<file path="config.mk">
export PLATFORM = sky130hd
export DESIGN_NAME = gpio_apb_master
export DESIGN_NICKNAME = d
export VERILOG_FILES = /design/src/rtl/gpio_apb_master.sv
export SDC_FILE = /design/constraint.sdc
export NUM_CORES = 1
export LEC_CHECK = 0
export BUFFER_PORTS_ARGS = -buffer_cell sky130_fd_sc_hd__clkbuf_2
export CORE_MARGIN = 2
export CORE_UTILIZATION = 30
export DETAILED_ROUTE_END_ITERATION = 10
export PLACE_DENSITY_LB_ADDON = 0.12
export SYNTH_ARGS = -nofsm -noshare
export SYNTH_HDL_FRONTEND = slang
export SYNTH_SLANG_ARGS = --single-unit
</file>
<file path="constraint.sdc">
create_clock -name sys_clk -period 3.7 [get_ports sys_clk]
set_input_delay 0 -clock sys_clk [delete_from_list [all_inputs] [get_ports sys_clk]]
set_output_delay 0 -clock sys_clk [all_outputs]
set_load 0.01 [all_outputs]
</file>
<file path="src/rtl/gpio_apb_master.sv">
// APB3 requester for the GPIO register bank: one single-beat read or write per accepted command.
// Define GPIO_APB_MASTER_TIMEOUT_EN to abort ACCESS phases that wait longer than TIMEOUT_CYCLES.
module gpio_apb_master #(
    parameter int unsigned ADDR_W         = 8,
    parameter int unsigned DATA_W         = 32,
    parameter int unsigned TIMEOUT_CYCLES = 16
) (
    input  logic              sys_clk,
    input  logic              sys_rst_n,
    input  logic              cmd_valid,
    output logic              cmd_ready,
    input  logic              cmd_write,
    input  logic [ADDR_W-1:0] cmd_addr,
    input  logic [DATA_W-1:0] cmd_wdata,
    output logic              rsp_valid,
    input  logic              rsp_ready,
    output logic [DATA_W-1:0] rsp_rdata,
    output logic              rsp_err,
    output logic              psel,
    output logic              penable,
    output logic              pwrite,
    output logic [ADDR_W-1:0] paddr,
    output logic [DATA_W-1:0] pwdata,
    input  logic [DATA_W-1:0] prdata,
    input  logic              pready,
    input  logic              pslverr
);

    localparam logic [1:0] S_IDLE   = 2'd0;
    localparam logic [1:0] S_SETUP  = 2'd1;
    localparam logic [1:0] S_ACCESS = 2'd2;
    localparam logic [1:0] S_RESP   = 2'd3;

    if (DATA_W != 32) begin : g_data_w_check
        $error("gpio_apb_master: DATA_W must be 32");
    end
    if (TIMEOUT_CYCLES < 1) begin : g_timeout_check
        $error("gpio_apb_master: TIMEOUT_CYCLES must be >= 1");
    end

    logic [1:0] state;

`ifdef GPIO_APB_MASTER_TIMEOUT_EN
    localparam int unsigned CNT_W = $clog2(TIMEOUT_CYCLES + 1);
    localparam logic [CNT_W-1:0] CNT_LAST = CNT_W'(TIMEOUT_CYCLES - 1);
    logic [CNT_W-1:0] wait_cnt;
`endif

    assign cmd_ready = (state == S_IDLE);

    always_ff @(posedge sys_clk or negedge sys_rst_n) begin
        if (!sys_rst_n) begin
            state     <= S_IDLE;
            psel      <= 1'b0;
            penable   <= 1'b0;
            pwrite    <= 1'b0;
            paddr     <= '0;
            pwdata    <= '0;
            rsp_valid <= 1'b0;
            rsp_rdata <= '0;
            rsp_err   <= 1'b0;
`ifdef GPIO_APB_MASTER_TIMEOUT_EN
            wait_cnt  <= '0;
`endif
        end else begin
            case (state)
                S_IDLE: begin
                    if (cmd_valid) begin
                        paddr  <= cmd_addr;
                        pwrite <= cmd_write;
                        pwdata <= cmd_wdata;
                        // Unaligned addresses are rejected locally without touching the bus.
                        if (cmd_addr[1:0] != 2'b00) begin
                            rsp_valid <= 1'b1;
                            rsp_err   <= 1'b1;
                            rsp_rdata <= '0;
                            state     <= S_RESP;
                        end else begin
                            psel    <= 1'b1;
                            penable <= 1'b0;
                            state   <= S_SETUP;
                        end
                    end
                end
                S_SETUP: begin
                    penable <= 1'b1;
`ifdef GPIO_APB_MASTER_TIMEOUT_EN
                    wait_cnt <= '0;
`endif
                    state   <= S_ACCESS;
                end
                S_ACCESS: begin
                    if (pready) begin
                        psel      <= 1'b0;
                        penable   <= 1'b0;
                        rsp_valid <= 1'b1;
                        rsp_err   <= pslverr;
                        rsp_rdata <= (pwrite || pslverr) ? '0 : prdata;
                        state     <= S_RESP;
                    end
`ifdef GPIO_APB_MASTER_TIMEOUT_EN
                    else begin
                        wait_cnt <= wait_cnt + 1'b1;
                        if (wait_cnt == CNT_LAST) begin
                            psel      <= 1'b0;
                            penable   <= 1'b0;
                            rsp_valid <= 1'b1;
                            rsp_err   <= 1'b1;
                            rsp_rdata <= '0;
                            state     <= S_RESP;
                        end
                    end
`endif
                end
                S_RESP: begin
                    if (rsp_ready) begin
                        rsp_valid <= 1'b0;
                        state     <= S_IDLE;
                    end
                end
                default: state <= S_IDLE;
            endcase
        end
    end

endmodule
</file>
After elaboration in Yosys (flattened, before gate mapping)
Cells that the tools add are included.
{ "totals": {"in_bits": 79, "register_bits": 79, "elab_cells": 53, "out_inout_bits": 78} }
{ "op_classes": {"muxes": 24, "reduce_logical": 12, "n_eq_ne": 8} }
{ "ops": {"columns": ["op", "n"], "rows": [
  ["$mux 32", 4],
  ["$pmux 32 s2", 1],
  ["$reduce_and 4->1", 3],
  ["$mux 1", 10],
  ["$mux 2", 4],
  ["$ne 2x2->1 const B", 4],
  ["$pmux 2 s4", 1],
  ["$pmux 1 s3", 2],
  ["$reduce_bool 3->1", 2],
  ["$reduce_and 5->1", 1],
  ["$eq 2x2->1 const B", 2],
  ["$pmux 1 s2", 2],
  ["$reduce_bool 2->1", 2],
  ["$reduce_and 3->1", 1],
  ["$eq 2x1->1 const B", 1],
  ["$logic_not 2->1", 1],
  ["$ne 2x1->1 const B", 1],
  ["$reduce_and 2->1", 1],
  ["$logic_or 1x1->1", 1]
]} }

Logic depth before layout (Yosys ltp)
Gate-level depths: netlist of run 1.
{ "depth": {"depth_word": 4, "mapped_depth": 7, "mapped_depth_nobuf": 5} }

Worst setup path after synthesis of run 1
No wires, ideal clock.
{ "synth_timing": {"path_type": "reg2reg", "startpoint": "reg state[0]", "endpoint": "reg rsp_rdata[0]", "setup_ns": 0.079, "required_time_ns": 3.621, "setup_slack_ns": 1.860, "period_less_slack_ns": 1.840, "path_buffers": 2, "stages_incl_launch_ff": 8, "arrival_ns": 1.761, "cell_sequence": "dfrtp_1 inv_1 ha_1 buf_4 nor2_1 a211oi_4 buf_8 mux2i_1"} }
{ "synth_between": {"elab_chain_cells": 3, "elab_cells_between_ends": 8, "cone_classes": "eq/ne (4); mux (1); reduce/logical (3)"} }
{ "synth_lines": {"columns": ["element", "line_no", "source"], "rows": [
  ["start: declaration", "41", "logic [1:0] state;"],
  ["start signal: assignment", "53", "state <= S_IDLE;"],
  ["start signal: assignment", "77", "state <= S_RESP;"],
  ["start signal: assignment", "81", "state <= S_SETUP;"],
  ["$logic_not 2->1 (*)", null, null],
  ["named net cmd_ready", "11", "output logic cmd_ready,"],
  ["$ne 2x1->1 (no line) (tied with other cells)", null, null],
  ["$reduce_and 4->1 (no line)", null, null],
  ["end signal: assignment", "98", "rsp_rdata <= (pwrite || pslverr) ? '0 : prdata;"],
  ["end: declaration", "17", "output logic [DATA_W-1:0] rsp_rdata,"]
]} }
Mark *: on every way through the listed nets, which the timed path passes. The rest lies on a longest branch.
A chain may end at the register's enable or synchronous reset.

Worst setup path in the final report of run 1
{ "layout_timing": {"startpoint": "reg state[0]", "endpoint": "reg rsp_rdata[19]"} }
{ "layout_between": {"elab_chain_cells": 3, "elab_cells_between_ends": 8, "cone_classes": "eq/ne (4); mux (1); reduce/logical (3)"} }
{ "layout_lines": {"columns": ["element", "line_no", "source"], "rows": [
  ["$eq 2x2->1 or $logic_not 2->1 (tied branches)", "66", "case (state)"],
  ["$ne 2x2->1 (no line) (tied with other cells)", null, null],
  ["$reduce_and 4->1 (no line)", null, null]
]} }
Several ways; a longest one is shown, not always the timed one.

==> results of run 1 <==
[where the power goes]
group | internal (mW) | total (mW) | switching, mW
Sequential | 1.26 | 1.48 | 0.217
Clock | 0.588 | 0.927 | 0.339
Combinational | 0.863 | 1.73 | 0.868
[final timing paths]
kind | from | endpoint | slack [ps] | depth (start not counted)
setup / recovery | state[0] | rsp_rdata[19] | 1610 | 6
hold / removal | pslverr | rsp_err | 30 | 3
setup reg to reg | state[0] | rsp_rdata[19] | 1610 | 6
hold reg to reg | pwdata[13] | pwdata[13] | 500 | 1
max in group asynchronous | sys_rst_n | pwdata[1] | 2650 | 2
min in group asynchronous | sys_rst_n | rsp_rdata[24] | 390 | 2
[placed cells by master (no fill, tap or decap), drive strengths merged, types with 2 or more instances in the layout]
master         n
ha             6
bufinv         2
nand3          2
clkbuf       165
a21oi          2
o21ai          2
nand2         33
a211oi         2
clkinv         2
dfrtp         79
o2bb2ai        2
nor2           5
inv           35
mux2i         32
nand2b         4
clkinvlp       2
buf            4
mux2          42
nor2b          3
dlygate4sd3   74
[cell usage after synthesis (all sizes together) (2+ instances only)]
| library cell | count |
|---|---|
| a21oi | 2 |
| o21ai | 2 |
| mux2i | 32 |
| nand2b | 4 |
| nor2b | 3 |
| clkbuf | 2 |
| inv | 35 |
| a211oi | 2 |
| nor2 | 5 |
| ha | 6 |
| mux2 | 42 |
| dfrtp | 79 |
| nand3 | 2 |
| buf | 9 |
| nand2 | 33 |
| o2bb2ai | 2 |
[state kept, by name, summed over array words and instances (netlist names)]
name       count
pwdata        32
rsp_rdata     32
psel           1
rsp_err        1
paddr          8
state          2
penable        1
pwrite         1
rsp_valid      1
[critical path: stages (launching register included)]
cell and delay, ps:
dfrtp_1 410, inv_1 130, ha_1 360, nor2_1 120, a211oi_4 200, buf_4 510
mux2i_1 260
[kinds of logic after synthesis]
| kind of cell | synth area share (%) |
|---|---|
| simple gates | 6.578 |
| compound gates | 2.993 |
| fa+ha+maj | 2.217 |
| mux | 23.43 |
| buf+inv | 6.393 |
| flops | 58.39 |
[per-layer routing]
layer	up-vias	wire length (um)	part of all wire, %
li1	1333	-	-
met1	1246	3509	43
met2	113	3773	46
met3	13	790	9.6
met4	0	125	1.5
met5	-	0	0
[layout make-up]
class                   count  share of cell area, %
clock inverters             6                  1.593
flip-flops and latches     79                  37.00
multi-input cells         141                  22.44
clock buffers              10                  4.286
inverters                  35                  2.459
well taps                 140                  3.279
repair buffers            233                  28.95
[what timing repair did]
| item | in CTS | in global routing |
|---|---|---|
| gates resized for setup | 0 | 0 |
| hold endpoints to repair | 152 | 0 |
| hold buffers | 74 | 0 |
| setup buffers | 0 | 0 |
[stage by stage]
step | util (%) | hold slack [ps] | power, mW
5_1_grt | 48.86 | 49.96 | 4.447
6_report | 48.86 | 25.83 | 4.136
2_1_floorplan | - | -295.6 | 2.601
4_1_cts | 48.86 | 15.31 | 4.200
3_5_place_dp | 39.21 | 234.4 | 3.176
3_3_place_gp | 39.21 | 226.8 | 3.153
==> impl_metrics.py, run 1 <==
metrics = {
    "timing": {
        "tns_ps": 0,
        "setup_viol": 0,
        "finalWorstSetupSlack_ps": 1608,
        "fin_skew_ps": 6.281,
        "slew_viol_final": 0,
        "rsz0062_at_grt": "no",
        "final-hold-violation-count": 0,
        "max-slew-margin-rel_pct": 32.24,
        "finalCriticalPeriod_ps": 2092,
        "period_share_pct": 56.53,
        "tightest_slew_ps": 1016,
        "max_freq_mhz": 478.1,
    },
    "synth": {
        "yosysTopAreaCell": "dfrtp_1",
        "synthCells": 266,
        "yosys-top-cells-area": "dfrtp_1, mux2_2, mux2i_1",
        "netlist_area_um2": 3386,
        "synth_nets": 351,
        "yosys_warnings": 0,
        "synth_edf_count": 0,
        "synth_cell_types": 26,
        "synth_seq_area_share_pct": 58.39,
        "yosysTopAreaCellShare_pct": 58.39,
        "async_flop_share_pct": 100.0,
        "synth-seq-cells": 79,
        "avgSynthCellArea_um2": 12.73,
        "synthFlopType": "dfrtp_1",
    },
    "grt": {
        "grt_pass1_vias": 2772,
        "grt_overflow": 0,
        "busiest_layer": "met2",
        "grt_use_met1_pct": 16.67,
        "met3_usage_pct": 5.115,
        "grt_first_pass_wirelength_mm": 13.00,
        "grt_use_met2_pct": 22.04,
        "grt_start_max_net_pins": 80,
        "grt.total_usage_pct": 13.72,
        "antenna_found_initial": 0,
    },
    "drt": {
        "drt_first_pass_iters": 4,
        "vias_per_cell": 4.200,
        "wl_per_cell_um": 12.73,
        "wirelength_mm": 8.199,
        "dr_total_vias": 2705,
        "drt_iter0_drc": 100,
        "antenna_left": 0,
        "drc": 0,
    },
    "critical_path": {
        "required_ps": 3940,
        "start_kind": "flip-flop",
        "crit_path_end_kind": "flip-flop",
        "path_class": "reg2reg",
        "critPathArrivalTime_ps": 2340,
        "crit_fanout": 33,
    },
    "cells_and_area": {
        "final_nets": 584,
        "multi_input_area_um2": 1199,
        "seq_area_um2": 1977,
        "drive_gt1_share_pct": 43.65,
        "areaGrowthSynthToFinish_pct": 57.80,
        "post-route-cell-area_um2": 5343,
        "finalNonFillerCells": 644,
        "fillers": 989,
        "n_antenna_cell": 0,
    },
    "run_status": {
        "status": "finished, final reports clean",
    },
    "die": {
        "rows": 38,
        "core_area_um2": 10940,
        "die_x_um": 110.2,
        "dieHeight_um": 110.2,
        "ios": 157,
        "die_area_um2": 12150,
        "initial_core_util_pct": 30.96,
    },
    "placement": {
        "dpl-instance-area_um2": 4288,
        "gp_congestion": 0.7180,
        "dpl_worst_slack_ps": 1604,
        "dp_cells": 554,
        "hpwl_mm": 5.190,
        "io_buffers": 156,
    },
    "pwr": {
        "vdd_ir_drop_max_mv": 0.3422,
        "p_leak_nw": 2.644,
        "cellPowerDensity_nw_per_um2": 774.2,
    },
    "clock_network": {
        "clk_pin_slew_ps": 60,
        "htreeDepth": 3,
        "clockBufferDepth": 2,
        "tritoncts": "yes",
        "numCtsBuffers": 9,
        "clkSinkCount": 79,
        "ctsRootBufferMaster": "clkbuf_16",
        "clock_latency_ps": 330,
    },
    "job": {
        "drv_cap": 0,
    },
    "min_path": {
        "hold_class": "in2reg",
    },
}
Note: power is estimated with default switching activity, not from simulation.
==> run 2: changes to the inputs <==
--- a/config.mk
+++ b/config.mk
@@ -5,6 +5,7 @@
 export SDC_FILE = /design/constraint.sdc
 export NUM_CORES = 1
 export LEC_CHECK = 0
+export ABC_AREA = 1
 export BUFFER_PORTS_ARGS = -buffer_cell sky130_fd_sc_hd__clkbuf_2
 export CORE_MARGIN = 2
 export CORE_UTILIZATION = 30
==> constraint.sdc (replaced) <==
create_clock -name sys_clk -period 1.9 [get_ports sys_clk]
set_input_delay 0 -clock sys_clk [delete_from_list [all_inputs] [get_ports sys_clk]]
set_output_delay 0 -clock sys_clk [all_outputs]
set_load 0.01 [all_outputs]
==> run 2 against run 1 <==
Net effect:
- via count increased by 22%
- combinational power increased by 110%
- hold slack got worse by 17 ps
- die area increased by 5.9%
- clock-buffer cell count increased by 1
- utilization decreased by 1.9 points
==> impl_metrics.py, run 2 <==
metrics = {
    "min_path": {
        "hold_class": "in2reg",
    },
    "timing": {
        "whs_ps": 8.365,
        "finalCriticalPeriod_ps": 1666,
        "tightest_slew_ps": 469.4,
        "tns_ps": 0,
        "finalWorstSetupSlack_ps": 234.2,
        "setup_viol": 0,
        "max_freq_mhz": 600.3,
        "fin_skew_ps": 2.751,
        "period_share_pct": 87.68,
        "max-slew-margin-rel_pct": 68.70,
        "slew_viol_final": 0,
        "final-hold-violation-count": 0,
        "rsz0062_at_grt": "no",
    },
    "run_status": {
        "status": "finished, final reports clean",
    },
    "cells_and_area": {
        "areaGrowthSynthToFinish_pct": 51.17,
        "drive_gt1_share_pct": 39.48,
        "n_antenna_cell": 0,
        "post-route-cell-area_um2": 5430,
        "final_nets": 660,
        "fillers": 1116,
        "largestRegisters": "pwdata (32), rsp_rdata (32), paddr (8)",
        "final_common_cell": "clkbuf_2",
        "final_core_util_pct": 46.95,
        "layout_common_cells": "clkbuf_2, nand2_1, dfrtp_1, nand3_1, dlygate4sd3_1",
    },
    "clock_network": {
        "htreeDepth": 3,
        "clockBufferDepth": 2,
        "tritoncts": "yes",
        "clkSinkCount": 79,
        "clk_pin_slew_ps": 60,
        "ctsRootBufferMaster": "clkbuf_16",
        "clock_latency_ps": 340,
        "numCtsBuffers": 9,
    },
    "grt": {
        "busiest_layer": "met2",
        "grt_pass1_vias": 3397,
        "met3_usage_pct": 3.613,
        "grt_use_met1_pct": 18.74,
        "grt_first_pass_wirelength_mm": 16.16,
        "grt_start_max_net_pins": 80,
        "grt_use_met2_pct": 27.15,
        "antenna_found_initial": 0,
        "grt_overflow": 0,
        "grt.total_usage_pct": 15.94,
    },
    "pwr": {
        "cellPowerDensity_nw_per_um2": 1577,
        "p_seq_share_pct": 33.7,
        "p_leak_nw": 2.870,
        "p_comb_share_pct": 42.4,
        "power_frac_clock_pct": 23.9,
        "vdd_ir_drop_max_mv": 0.6744,
        "p_int_mw": 5.371,
        "switchingPower_mw": 3.192,
        "netSwitchingFraction_pct": 37.28,
    },
    "synth": {
        "synth-seq-cells": 79,
        "yosys-top-cells-count": "nand2_1, dfrtp_1, nand3_1",
        "yosys_warnings": 0,
        "synthFlopType": "dfrtp_1",
        "async_flop_share_pct": 100.0,
        "synth_seq_area_share_pct": 55.03,
        "netlist_area_um2": 3592,
        "synthCells": 366,
        "synth_cell_types": 20,
        "yosysTopAreaCell": "dfrtp_1",
        "synth_nets": 451,
        "synth_edf_count": 0,
        "avgSynthCellArea_um2": 9.815,
        "synth_most_common_cell": "nand2_1",
        "yosysTopAreaCellShare_pct": 55.03,
        "yosys-top-cells-area": "dfrtp_1, mux2_2, nand3_1",
    },
    "die": {
        "die_area_um2": 12870,
        "core_area_um2": 11560,
        "initial_core_util_pct": 31.06,
        "die_x_um": 113.4,
        "rows": 39,
        "dieHeight_um": 113.4,
        "ios": 157,
    },
    "drt": {
        "antenna_left": 0,
        "vias_per_cell": 4.553,
        "drt_iter0_drc": 117,
        "drt_first_pass_iters": 4,
        "drc": 0,
        "wl_per_cell_um": 13.85,
        "dr_total_vias": 3292,
        "wirelength_mm": 10.02,
    },
    "critical_path": {
        "crit_fanout": 33,
        "r2r_slack_ps": 230,
        "crit_path_end_kind": "flip-flop",
        "required_ps": 2130,
        "path_class": "reg2reg",
        "start_kind": "flip-flop",
        "critPathArrivalTime_ps": 1890,
    },
    "placement": {
        "hpwl_mm": 6.478,
        "io_buffers": 156,
        "dpl_worst_slack_ps": 123.1,
        "dpl-instance-area_um2": 4521,
        "gp_congestion": 0.7669,
    },
    "job": {
        "drv_cap": 0,
    },
}
## run 2: logic make-up after synthesis
family	count (synthesis)	synth area share [%]
compound gates	8	1.532
simple gates	197	23.41
fa+ha+maj	6	2.090
buf+inv	37	5.712
mux	39	12.23
flops	79	55.03
## run 2: worst paths after layout
check / start / end / cells past startpoint
worst max-delay path: state[0] / rsp_rdata[17] / 7
worst min-delay path: prdata[31] / rsp_rdata[31] / 5
worst max register to register: state[0] / rsp_rdata[17] / 7
worst min register to register: rsp_rdata[7] / rsp_rdata[7] / 2
max in group asynchronous: sys_rst_n / rsp_rdata[5] / 3
min in group asynchronous: sys_rst_n / rsp_rdata[25] / 3
## run 2: power by group through the flow
stage | combinational, mW | clock [mW] | sequential (mW)
6_report | 3.63 | 2.04 | 2.89
5_1_grt | 4.01 | 2.18 | 3.00
3_3_place_gp | 3.56 | 0 | 2.89
3_5_place_dp | 3.59 | 0 | 2.93
2_1_floorplan | 1.96 | 0 | 3.21
4_1_cts | 3.69 | 2.11 | 2.90
## run 2: critical path, cell delays in order (launching register included)
cell	delay, ps
dfrtp_1	430
inv_1	120
ha_2	300
nand2_1	120
o21ai_4	100
nand2_4	270
nand2_1	140
nand2_1	60
## run 2: metrics by stage
step,std cells,power [mW]
floorplan,366,5.171
global placement,652,6.446
detailed placement,652,6.520
CTS,723,8.706
global route,723,9.187
finish,723,8.563
## run 2: cell type report
class	count	area (um^2)	share of cell area [%]
clock buffer	11	252.7	4.654
clock inverter	5	103.9	1.912
inverter	13	48.80	0.8986
multi-input combinational	250	1415	26.06
sequential	79	1977	36.41
tap	143	178.9	3.295
timing repair buffer	222	1454	26.77
## run 2: per-layer routing
metal  vias to the layer above  wire length, um
met1                      1569             4283
met5                         -                0
li1                       1614                -
met3                        20              474
met4                         0              265
met2                        89             4992
## run 2: what timing repair did
action	4_1_cts	5_1_grt
hold buffers	55	0
setup endpoints to repair	0	31
hold endpoints to repair	134	0
buffers inserted	0	0
resized for setup	0	1
